$ cat config.mk
export PLATFORM = sky130hd
export DESIGN_NAME = meas_frame_tx
export DESIGN_NICKNAME = d
export VERILOG_FILES = /design/src/rtl/meas_pkg.sv /design/src/rtl/frame_chk.sv /design/src/rtl/meas_frame_tx.sv
export SDC_FILE = /design/constraint.sdc
export NUM_CORES = 1
export LEC_CHECK = 0
export BUFFER_PORTS_ARGS = -buffer_cell sky130_fd_sc_hd__clkbuf_2
export CAP_MARGIN = 20
export CORE_ASPECT_RATIO = 0.9
export CORE_MARGIN = 8
export CORE_UTILIZATION = 42
export CTS_CLUSTER_SIZE = 30
export DETAILED_ROUTE_END_ITERATION = 10
export GPL_TIMING_DRIVEN = 0
export PLACE_DENSITY_LB_ADDON = 0.05
export SYNTH_ARGS = -nofsm -noshare
export SYNTH_HDL_FRONTEND = slang
export SYNTH_HIERARCHICAL = 1
export SYNTH_SLANG_ARGS = --single-unit
export TNS_END_PERCENT = 100
$ cat constraint.sdc
create_clock -name clk1 -period 5.2 [get_ports clk1]
set_input_delay 1.04 -clock clk1 [delete_from_list [all_inputs] [get_ports clk1]]
set_output_delay 1.04 -clock clk1 [all_outputs]
set_load 0.005 [all_outputs]
$ cat src/rtl/meas_pkg.sv
`default_nettype none
// +----------------------------------------------------------------------+
// | meas_pkg : shared FSM state type and defaults for meas_frame_tx      |
// | Rev 1.0                                                              |
// +----------------------------------------------------------------------+
package meas_pkg;

  typedef enum logic [2:0] {
    ST_IDLE    = 3'd0,
    ST_START   = 3'd1,
    ST_WAIT_HI = 3'd2,
    ST_WAIT_LO = 3'd3,
    ST_DONE    = 3'd4
  } state_t;

  localparam logic [7:0] DEF_HEADER = 8'hA5;
  localparam int         DEF_ACK_TO = 4;

endpackage
`default_nettype wire

$ cat src/rtl/frame_chk.sv
`default_nettype none
// +----------------------------------------------------------------------+
// | frame_chk : running XOR of the frame bytes fed to it                 |
// | Rev 1.0                                                              |
// +----------------------------------------------------------------------+
module frame_chk (
  input  logic       clk1,
  input  logic       rst_n,
  input  logic [7:0] byte_in,
  input  logic       clear,
  input  logic       accumulate,
  output logic [7:0] chk
);

  logic [7:0] chk_q, chk_d;

  always_comb begin
    chk_d = chk_q;
    if (clear)
      chk_d = 8'h00;
    else if (accumulate)
      chk_d = chk_q ^ byte_in;
  end

  always_ff @(posedge clk1) begin
    if (!rst_n)
      chk_q <= 8'h00;
    else
      chk_q <= chk_d;
  end

  assign chk = chk_q;

endmodule
`default_nettype wire

$ cat src/rtl/meas_frame_tx.sv
`default_nettype none
// +----------------------------------------------------------------------+
// | meas_frame_tx : frames a measurement word (HEADER, payload, CHK) and |
// | hands it byte by byte to a UART. FRAME_SEQ_EN adds a sequence byte.  |
// | Rev 1.0                                                              |
// +----------------------------------------------------------------------+
module meas_frame_tx
  import meas_pkg::*;
#(
  parameter int         NBYTES = 3,
  parameter logic [7:0] HEADER = DEF_HEADER,
  parameter int         ACK_TO = DEF_ACK_TO
) (
  input  logic                clk1,
  input  logic                rst_n,
  input  logic [8*NBYTES-1:0] data_in,
  input  logic                data_valid,
  output logic                data_ready,
  output logic                tx_start,
  output logic [7:0]          tx_data,
  input  logic                tx_busy,
  output logic                frame_done,
  output logic                overrun
);

`ifdef FRAME_SEQ_EN
  localparam int SEQ_N = 1;
`else
  localparam int SEQ_N = 0;
`endif
  localparam int               IDX_W    = $clog2(NBYTES + 4);
  localparam int               TO_W     = $clog2(ACK_TO + 1);
  localparam logic [IDX_W-1:0] LAST_IDX = IDX_W'(NBYTES + 1 + SEQ_N);

  state_t              state_q, state_d;
  logic [IDX_W-1:0]    idx_q, idx_d, nxt_idx, pay_idx;
  logic [TO_W-1:0]     to_cnt_q, to_cnt_d;
  logic [8*NBYTES-1:0] data_q, data_d;
  logic [7:0]          tx_data_q, tx_data_d, sel_byte, chk;
  logic                load, chk_clear, chk_acc;
`ifdef FRAME_SEQ_EN
  logic [7:0]          seq_q, seq_d;
`endif

  // Index of the byte presented on the next entry into START.
  assign nxt_idx = (state_q == ST_IDLE) ? '0 : idx_q + IDX_W'(1);
  assign pay_idx = nxt_idx - IDX_W'(1 + SEQ_N);

  always_comb begin
    sel_byte = chk;
    if (nxt_idx == '0)
      sel_byte = HEADER;
`ifdef FRAME_SEQ_EN
    else if (nxt_idx == IDX_W'(1))
      sel_byte = seq_q;
`endif
    else if (nxt_idx != LAST_IDX) begin
      for (int k = 0; k < NBYTES; k++)
        if (pay_idx == IDX_W'(k))
          sel_byte = data_q[8*k +: 8];
    end
  end

  always_comb begin
    state_d    = state_q;
    idx_d      = idx_q;
    to_cnt_d   = to_cnt_q;
    data_d     = data_q;
    load       = 1'b0;
    chk_clear  = 1'b0;
    chk_acc    = 1'b0;
    tx_start   = 1'b0;
    frame_done = 1'b0;
`ifdef FRAME_SEQ_EN
    seq_d      = seq_q;
`endif
    case (state_q)
      ST_IDLE: begin
        if (data_valid) begin
          data_d    = data_in;
          idx_d     = '0;
          chk_clear = 1'b1;
          load      = 1'b1;
          state_d   = ST_START;
        end
      end
      ST_START: begin
        if (!tx_busy) begin
          tx_start = 1'b1;
          to_cnt_d = '0;
          // HEADER and CHK itself stay out of the checksum.
          chk_acc  = (idx_q != '0) && (idx_q != LAST_IDX);
          state_d  = ST_WAIT_HI;
        end
      end
      ST_WAIT_HI: begin
        if (tx_busy || to_cnt_q == TO_W'(ACK_TO - 1))
          state_d = ST_WAIT_LO;
        else
          to_cnt_d = to_cnt_q + TO_W'(1);
      end
      ST_WAIT_LO: begin
        if (!tx_busy) begin
          if (idx_q == LAST_IDX) begin
            state_d = ST_DONE;
          end else begin
            idx_d   = idx_q + IDX_W'(1);
            load    = 1'b1;
            state_d = ST_START;
          end
        end
      end
      ST_DONE: begin
        frame_done = 1'b1;
`ifdef FRAME_SEQ_EN
        seq_d      = seq_q + 8'd1;
`endif
        state_d    = ST_IDLE;
      end
      default: state_d = ST_IDLE;
    endcase
    tx_data_d = load ? sel_byte : tx_data_q;
  end

  always_ff @(posedge clk1) begin
    if (!rst_n) begin
      state_q   <= ST_IDLE;
      idx_q     <= '0;
      to_cnt_q  <= '0;
      data_q    <= '0;
      tx_data_q <= 8'h00;
`ifdef FRAME_SEQ_EN
      seq_q     <= 8'h00;
`endif
    end else begin
      state_q   <= state_d;
      idx_q     <= idx_d;
      to_cnt_q  <= to_cnt_d;
      data_q    <= data_d;
      tx_data_q <= tx_data_d;
`ifdef FRAME_SEQ_EN
      seq_q     <= seq_d;
`endif
    end
  end

  frame_chk u_chk (
    .clk1       (clk1),
    .rst_n      (rst_n),
    .byte_in    (tx_data_q),
    .clear      (chk_clear),
    .accumulate (chk_acc),
    .chk        (chk)
  );

  assign data_ready = (state_q == ST_IDLE);
  assign overrun    = data_valid && (state_q != ST_IDLE);
  assign tx_data    = tx_data_q;

endmodule
`default_nettype wire
# After elaboration in Yosys (flattened, before gate mapping)
# Cells that the tools add are included.
[classes] n_reduce_logical=15 n_mux=29 bitwise=2 n_eq_ne=16 n_addsub=3
[ops] operator="2-to-1 mux 8 bit" count=5
[ops] operator="2-to-1 mux 3 bit" count=11
[ops] operator="== test 3 x 2 -> 1 bit, second input constant" count=4
[ops] operator="inequality test 2 bit, second input constant" count=6
[ops] operator="one-hot mux 3 bit (2 select lines)" count=2
[ops] operator="one-hot mux 3 bit (4 select lines)" count=1
[ops] operator="logical NOT 3 bit" count=3
[ops] operator="2-to-1 mux 1 bit" count=9
[ops] operator="AND reduction 4 bit" count=2
[ops] operator="bitwise XOR 8 bit" count=1
[ops] operator="adder 3 x 1 -> 3 bit, second input constant" count=2
[ops] operator="== test 3 x 1 -> 1 bit, second input constant" count=2
[ops] operator="== test 3 bit, second input constant" count=2
[ops] operator="inequality test 3 bit, second input constant" count=2
[ops] operator="nonzero test 3 bit" count=2
[ops] operator="nonzero test 2 bit" count=2
[ops] operator="AND reduction 3 bit" count=1
[ops] operator="subtractor 3 x 1 -> 3 bit, second input constant" count=1
[ops] operator="logical AND 1 bit" count=2
[ops] operator="one-hot mux 1 bit (2 select lines)" count=1
[ops] operator="AND reduction 2 bit" count=1
[ops] operator="OR reduction 2 bit" count=1
[ops] operator="logical OR 1 bit" count=1
[ops] operator="inverter 1 bit" count=1
[word_totals] ff_bits=49 elab_cells=71 in_bits=28 output_inout_bits=12

# Depth between registers and ports, before layout
[depth] ltp_word=9 mapped_depth=12

# Cells and area by module
# The synthesis kept the hierarchy.
[by_module_without_submodules] mod="meas_frame_tx" area_per_inst_um2=2220.9 cells_each=274 instances=1 seq_area_each_um2=820.8
[by_module_without_submodules] mod="frame_chk" area_per_inst_um2=384.1 cells_each=36 instances=1 seq_area_each_um2=160.2

# Least setup slack after synthesis
# OpenSTA, ideal clock, no wires.
[synth_timing] path_kind="reg2reg" startpoint="register idx_q[0]" endpoint="register tx_data_q[5], in the netlist tx_data[5]" t_required_ns=5.078 path_stages_with_launch=13 setup_slack_ns=1.950 arrival_ns=3.128 synth_period_minus_slack_ns=3.250 path_cell_list="dfxtp_1 clkbuf_1 buf_2 inv_1 ha_1 clkbuf_1 o21ai_0 ha_1 clkbuf_1 or4_1 nor2_1 a2111oi_0 o311a_1"
[synth_via] elab_chain_cells=9
[synth_lines] item="start, declared" line_no="meas_frame_tx.sv:36" text="logic [IDX_W-1:0] idx_q, idx_d, nxt_idx, pay_idx;"
[synth_lines] item="start signal, assigned" line_no="meas_frame_tx.sv:137" text="idx_q <= idx_d;"
[synth_lines] item="adder 3 x 1 -> 3 bit" line_no="meas_frame_tx.sv:46" text="assign nxt_idx = (state_q == ST_IDLE) ? '0 : idx_q + IDX_W'(1);"
[synth_lines] item="2-to-1 mux 3 bit" line_no="meas_frame_tx.sv:46"
[synth_lines] item="subtractor 3 x 1 -> 3 bit" line_no="meas_frame_tx.sv:47" text="assign pay_idx = nxt_idx - IDX_W'(1 + SEQ_N);"
[synth_lines] item="logical NOT 3 bit" line_no="meas_frame_tx.sv:59" text="if (pay_idx == IDX_W'(k))"
[synth_lines] item="2-to-1 mux 8 bit (3 in series)" line_no="meas_frame_tx.sv:59"
[synth_lines] item="2-to-1 mux 8 bit" line_no="meas_frame_tx.sv:57" text="else if (nxt_idx != LAST_IDX) begin"
[synth_lines] item="2-to-1 mux 8 bit" line_no="meas_frame_tx.sv:51" text="if (nxt_idx == '0)"
[synth_lines] item="end signal, assigned" line_no="meas_frame_tx.sv:140" text="tx_data_q <= tx_data_d;"
[synth_lines] item="end, declared" line_no="meas_frame_tx.sv:39" text="logic [7:0] tx_data_q, tx_data_d, sel_byte, chk;"
# Several ways; a longest one is shown, not always the timed one.
# A chain may end at the register's enable or synchronous reset.

# Worst setup path after layout
[layout_timing] startpoint="register idx_q[0]" endpoint="register tx_data_q[7], in the netlist tx_data[7]"
# Same word-level chain as after synthesis.

==> flow_summary.toml <==
[outcome]
run_status = "completed"

[yosys]
synth.net_count = 345
synth_compound_area_share_pct = 21.42
top_reg_cell_synth = "sky130_fd_sc_hd__dfxtp_1"
post_synth_fa_ha_maj_area_fraction_pct = 3.362
synth_seq_cells = 49
synth_warnings = 6
xor_xnor_cell_area_share_of_the_yosys_netlist_pct = 1.009
synth_cell_types = 48
async_flop_share_pct = 0
synth.cell_area_um2 = 2605
post_synth_mux_area_share_pct = 5.764
synth_cells = 310
seq_area_frac_synth_pct = 37.66
synth-edff-count = 0
largest_family_of_logic_cells_by_synthesized_area = "simple AND/OR/NAND/NOR gates"
avgSynthCellArea_um2 = 8.403
yosys.area_share.simple_pct = 24.26

[final_layout]
syn_to_final_growth_pct = 14.65
nFillCells = 613
design.final.nets = 391
stdcell_area_um2 = 2987
share_of_post_route_cells_with_drive_strength_above_1_pct = 21.57
antenna_cells_inserted = 0

[global_routing]
maximum_number_of_pins_on_one_net_before_global_route_repair = 16
global_route_wire_length_before_repair_um = 11410
antenna_found_initial = 0
global_route.usage.total_pct = 15.59
grt.overflow.total = 0
via_count_of_the_first_global_routing_pass = 2330

[detailed_routing]
num_vias = 2314
initialDrtViolationCount = 82
route.antenna.remaining_nets = 0
detail_route.wirelength_um = 6515
detailedRoute.firstPassIterationCount = 4
viasPerCell = 5.394
post-route-drc-count = 0
drt-wirelength-per-cell_um = 15.19

[critical_path]
cp_common_cell = "sky130_fd_sc_hd__clkbuf_1"
family_with_the_most_delay_on_the_worst_path = "buffers and inverters"
critical_path.reg2reg.startpoint = "idx_q[0]"
end_point_of_the_critical_path = "tx_data[7]"
worstSetupPathDepth = 11
crit_slowest_cell = "sky130_fd_sc_hd__a2111oi_0"
critical_path.startpoint_type = "flop"
critPathArrivalTime_ns = 4.23
worst_setup_path_startpoint = "idx_q[0]"
endpoint_kind = "flop"
crit_required_ns = 5.46
worst_path_largest_cell_delay_ns = 0.53
minimum_setup_slack_among_reg_to_reg_paths_ns = 1.23
regToRegEndpoint = "tx_data[7]"
worst_reg2reg_path_length_in_cells = 11
cp_cell_sequence = "clkbuf_1, buf_2, inv_1, ha_1, clkbuf_1, o21ai_0, ha_1, clkbuf_1, or3_1, a2111oi_0, o311a_1"
crit_buf_inv = 5
timing.setup.critical_path_class = "reg -> reg"
crit_fanout = 10

[sta]
finalSetupTns_ns = 0
hold-worst-slack_ns = 0.4567
setup_repair_after_global_routing_missed_its_margin = "false"
final_min_period_over_clock_period_pct = 76.38
worst_slew_margin_rel_pct = 46.57
final_hold_violations = 0
final-setup-viol-count = 0
fmaxAchievable_mhz = 251.8
number_of_max_slew_violations_in_the_final_report = 0
layout_min_cycle_time_ns = 3.972
skew_ns = 0.003244
worst-slew-pin-transition_ns = 0.7904

[floorplanning]
die-area_um2 = 8982
die_y_um = 90.72
fp.coreArea_um2 = 6047
io_pins = 40
chipWidth_um = 99.02
rows = 27
initial_core_util_pct = 43.08

[cts]
cts_root_buffer = "sky130_fd_sc_hd__clkbuf_8"
clk_sinks = 49
cts_resized = 0
htreeDepth = 2
cts_max_path_buffers = 2
cts_buffers = 5
cts_tree = "built"
clkLatencyLatePin_ns = 0.30
post-cts-setup-buffer-count = 0
holdBufCountCts = 0
clkSlewWorstSetupHoldPaths_ns = 0.09

[power]
maximum_vdd_drop_mv = 0.1218
total_leakage_power_nw = 1.158
power_per_cell_area_nw_per_um2 = 267.7

[placement]
post_dp_cell_area_um2 = 2890
gp_congestion = 0.8916
io_buffer_count = 39
dp_hpwl_um = 5105

[job]
cap_viol_max_count = 0

[min_path]
class_of_the_tightest_hold_or_removal_check = "reg -> reg"
==> sequential cells by signal (all words and copies together), names as in the netlist <==
signal	flops
data_q	24
state_q	3
tx_data	8
idx_q	3
u_chk/chk	8
to_cnt_q	3
==> report_power, final <==
group          internal, W  switching, W  total [W]
clock             0.000108      0.000132   0.000240
sequential        0.000395     0.0000132   0.000409
combinational    0.0000627     0.0000884   0.000151
total             0.000566      0.000234   0.000800
==> worst min-delay path by stage <==
stage / slack, ns / to / from / depth (start not counted)
2_1_floorplan: 0.43 / data_q[2] / data_q[2] / 2
3_3_place_gp: 0.44 / data_q[20] / data_q[20] / 2
3_5_place_dp: 0.45 / data_q[19] / data_q[19] / 2
4_1_cts: 0.46 / data_q[19] / data_q[19] / 2
5_1_grt: 0.48 / data_q[17] / data_q[17] / 2
6_report: 0.46 / data_q[10] / data_q[10] / 2
==> cells in the final DEF (no fill, tap or decap), types with 2 or more instances in the layout <==
master,n
sky130_fd_sc_hd__clkbuf_1,14
sky130_fd_sc_hd__buf_4,2
sky130_fd_sc_hd__a2111oi_0,4
sky130_fd_sc_hd__nand2b_1,10
sky130_fd_sc_hd__a21oi_2,2
sky130_fd_sc_hd__buf_2,3
sky130_fd_sc_hd__o21ai_0,3
sky130_fd_sc_hd__nor3_1,5
sky130_fd_sc_hd__a21bo_2,6
sky130_fd_sc_hd__nand4b_1,4
sky130_fd_sc_hd__clkinv_4,2
sky130_fd_sc_hd__dfxtp_1,49
sky130_fd_sc_hd__or4_1,5
sky130_fd_sc_hd__o311a_1,4
sky130_fd_sc_hd__a221oi_1,4
sky130_fd_sc_hd__xor2_1,3
sky130_fd_sc_hd__nor3b_1,3
sky130_fd_sc_hd__and2_1,3
sky130_fd_sc_hd__nand3b_1,9
sky130_fd_sc_hd__inv_1,12
sky130_fd_sc_hd__clkbuf_2,39
sky130_fd_sc_hd__a311oi_1,4
sky130_fd_sc_hd__a21o_1,4
sky130_fd_sc_hd__clkbuf_8,6
sky130_fd_sc_hd__nor4_1,2
sky130_fd_sc_hd__nor2_1,14
sky130_fd_sc_hd__ha_1,7
sky130_fd_sc_hd__a32o_1,4
sky130_fd_sc_hd__a21oi_1,38
sky130_fd_sc_hd__a21bo_1,2
sky130_fd_sc_hd__mux2i_1,6
sky130_fd_sc_hd__mux2_2,8
sky130_fd_sc_hd__nand2_1,58
==> worst reg2reg max path: cells and delay by family (launching register included) <==
family	cells	cell delay [ns]
buffers and inverters	5	1.38
AO/OA/AOI/OAI	3	0.93
adder cells (fa/ha/maj)	2	0.75
AND/OR/NAND/NOR	1	0.47
flip-flops	1	0.39
==> routing by layer <==
layer  vias up  global-route usage, %  part of all wire, %
met4         0                  5.619                  1.9
met5         -                      0                    0
met1      1071                  19.95                   50
met3        11                  3.467                  3.7
met2        48                  24.86                   45
li1       1184                      -                    -
==> synth_stat cells (5+ instances only) <==
library cell                n  share of area [%]
sky130_fd_sc_hd__or4_1      5                1.4
sky130_fd_sc_hd__nand2b_1  10                2.4
sky130_fd_sc_hd__nor3_1     5               0.96
sky130_fd_sc_hd__mux2_2     8                3.5
sky130_fd_sc_hd__dfxtp_1   49                 38
sky130_fd_sc_hd__mux2i_1    6                2.3
sky130_fd_sc_hd__a21bo_2    6                2.3
sky130_fd_sc_hd__inv_1     12                1.7
sky130_fd_sc_hd__nand2_1   58                8.4
sky130_fd_sc_hd__nand3b_1   9                2.6
sky130_fd_sc_hd__ha_1       7                3.4
sky130_fd_sc_hd__a21oi_1   38                7.3
sky130_fd_sc_hd__nor2_1    14                2.0
sky130_fd_sc_hd__clkbuf_1  14                2.0
==> through the flow <==
step	setup slack (ns)	instances	power, W	utilization [%]
after global routing	0.7971	429	0.0008471	49.39
final	1.228	429	0.0007997	49.39
after floorplan	1.950	310	0.0005181	-
after CTS	1.244	429	0.0008110	49.39
after detailed placement	1.272	421	0.0005698	47.80
after global placement	1.251	421	0.0005686	47.80
==> area by class of cell <==
type                    instances  area [um^2]  area share (%)
flip-flops and latches         49        980.9           32.84
repair buffers                 39        195.2           6.535
well taps                      72        90.09           3.016
clock buffers                   6        82.58           2.765
multi-input cells             225         1454           48.68
plain buffers                  21        108.9           3.645
inverters                      15        61.31           2.053
clock inverters                 2        13.76          0.4608
==> cell families (layout without fill, tap and decap cells) <==
family                     Yosys count  after routing
and+or+nand+nor                    122            122
xor gates and xnor gates             3              3
muxes                               14             14
AOI/OAI and AO/OA                   79             79
buffers and inverters               36             83
DFF                                 49             49
adders and majority gates            7              7
Power figures use the tool's default switching activity.
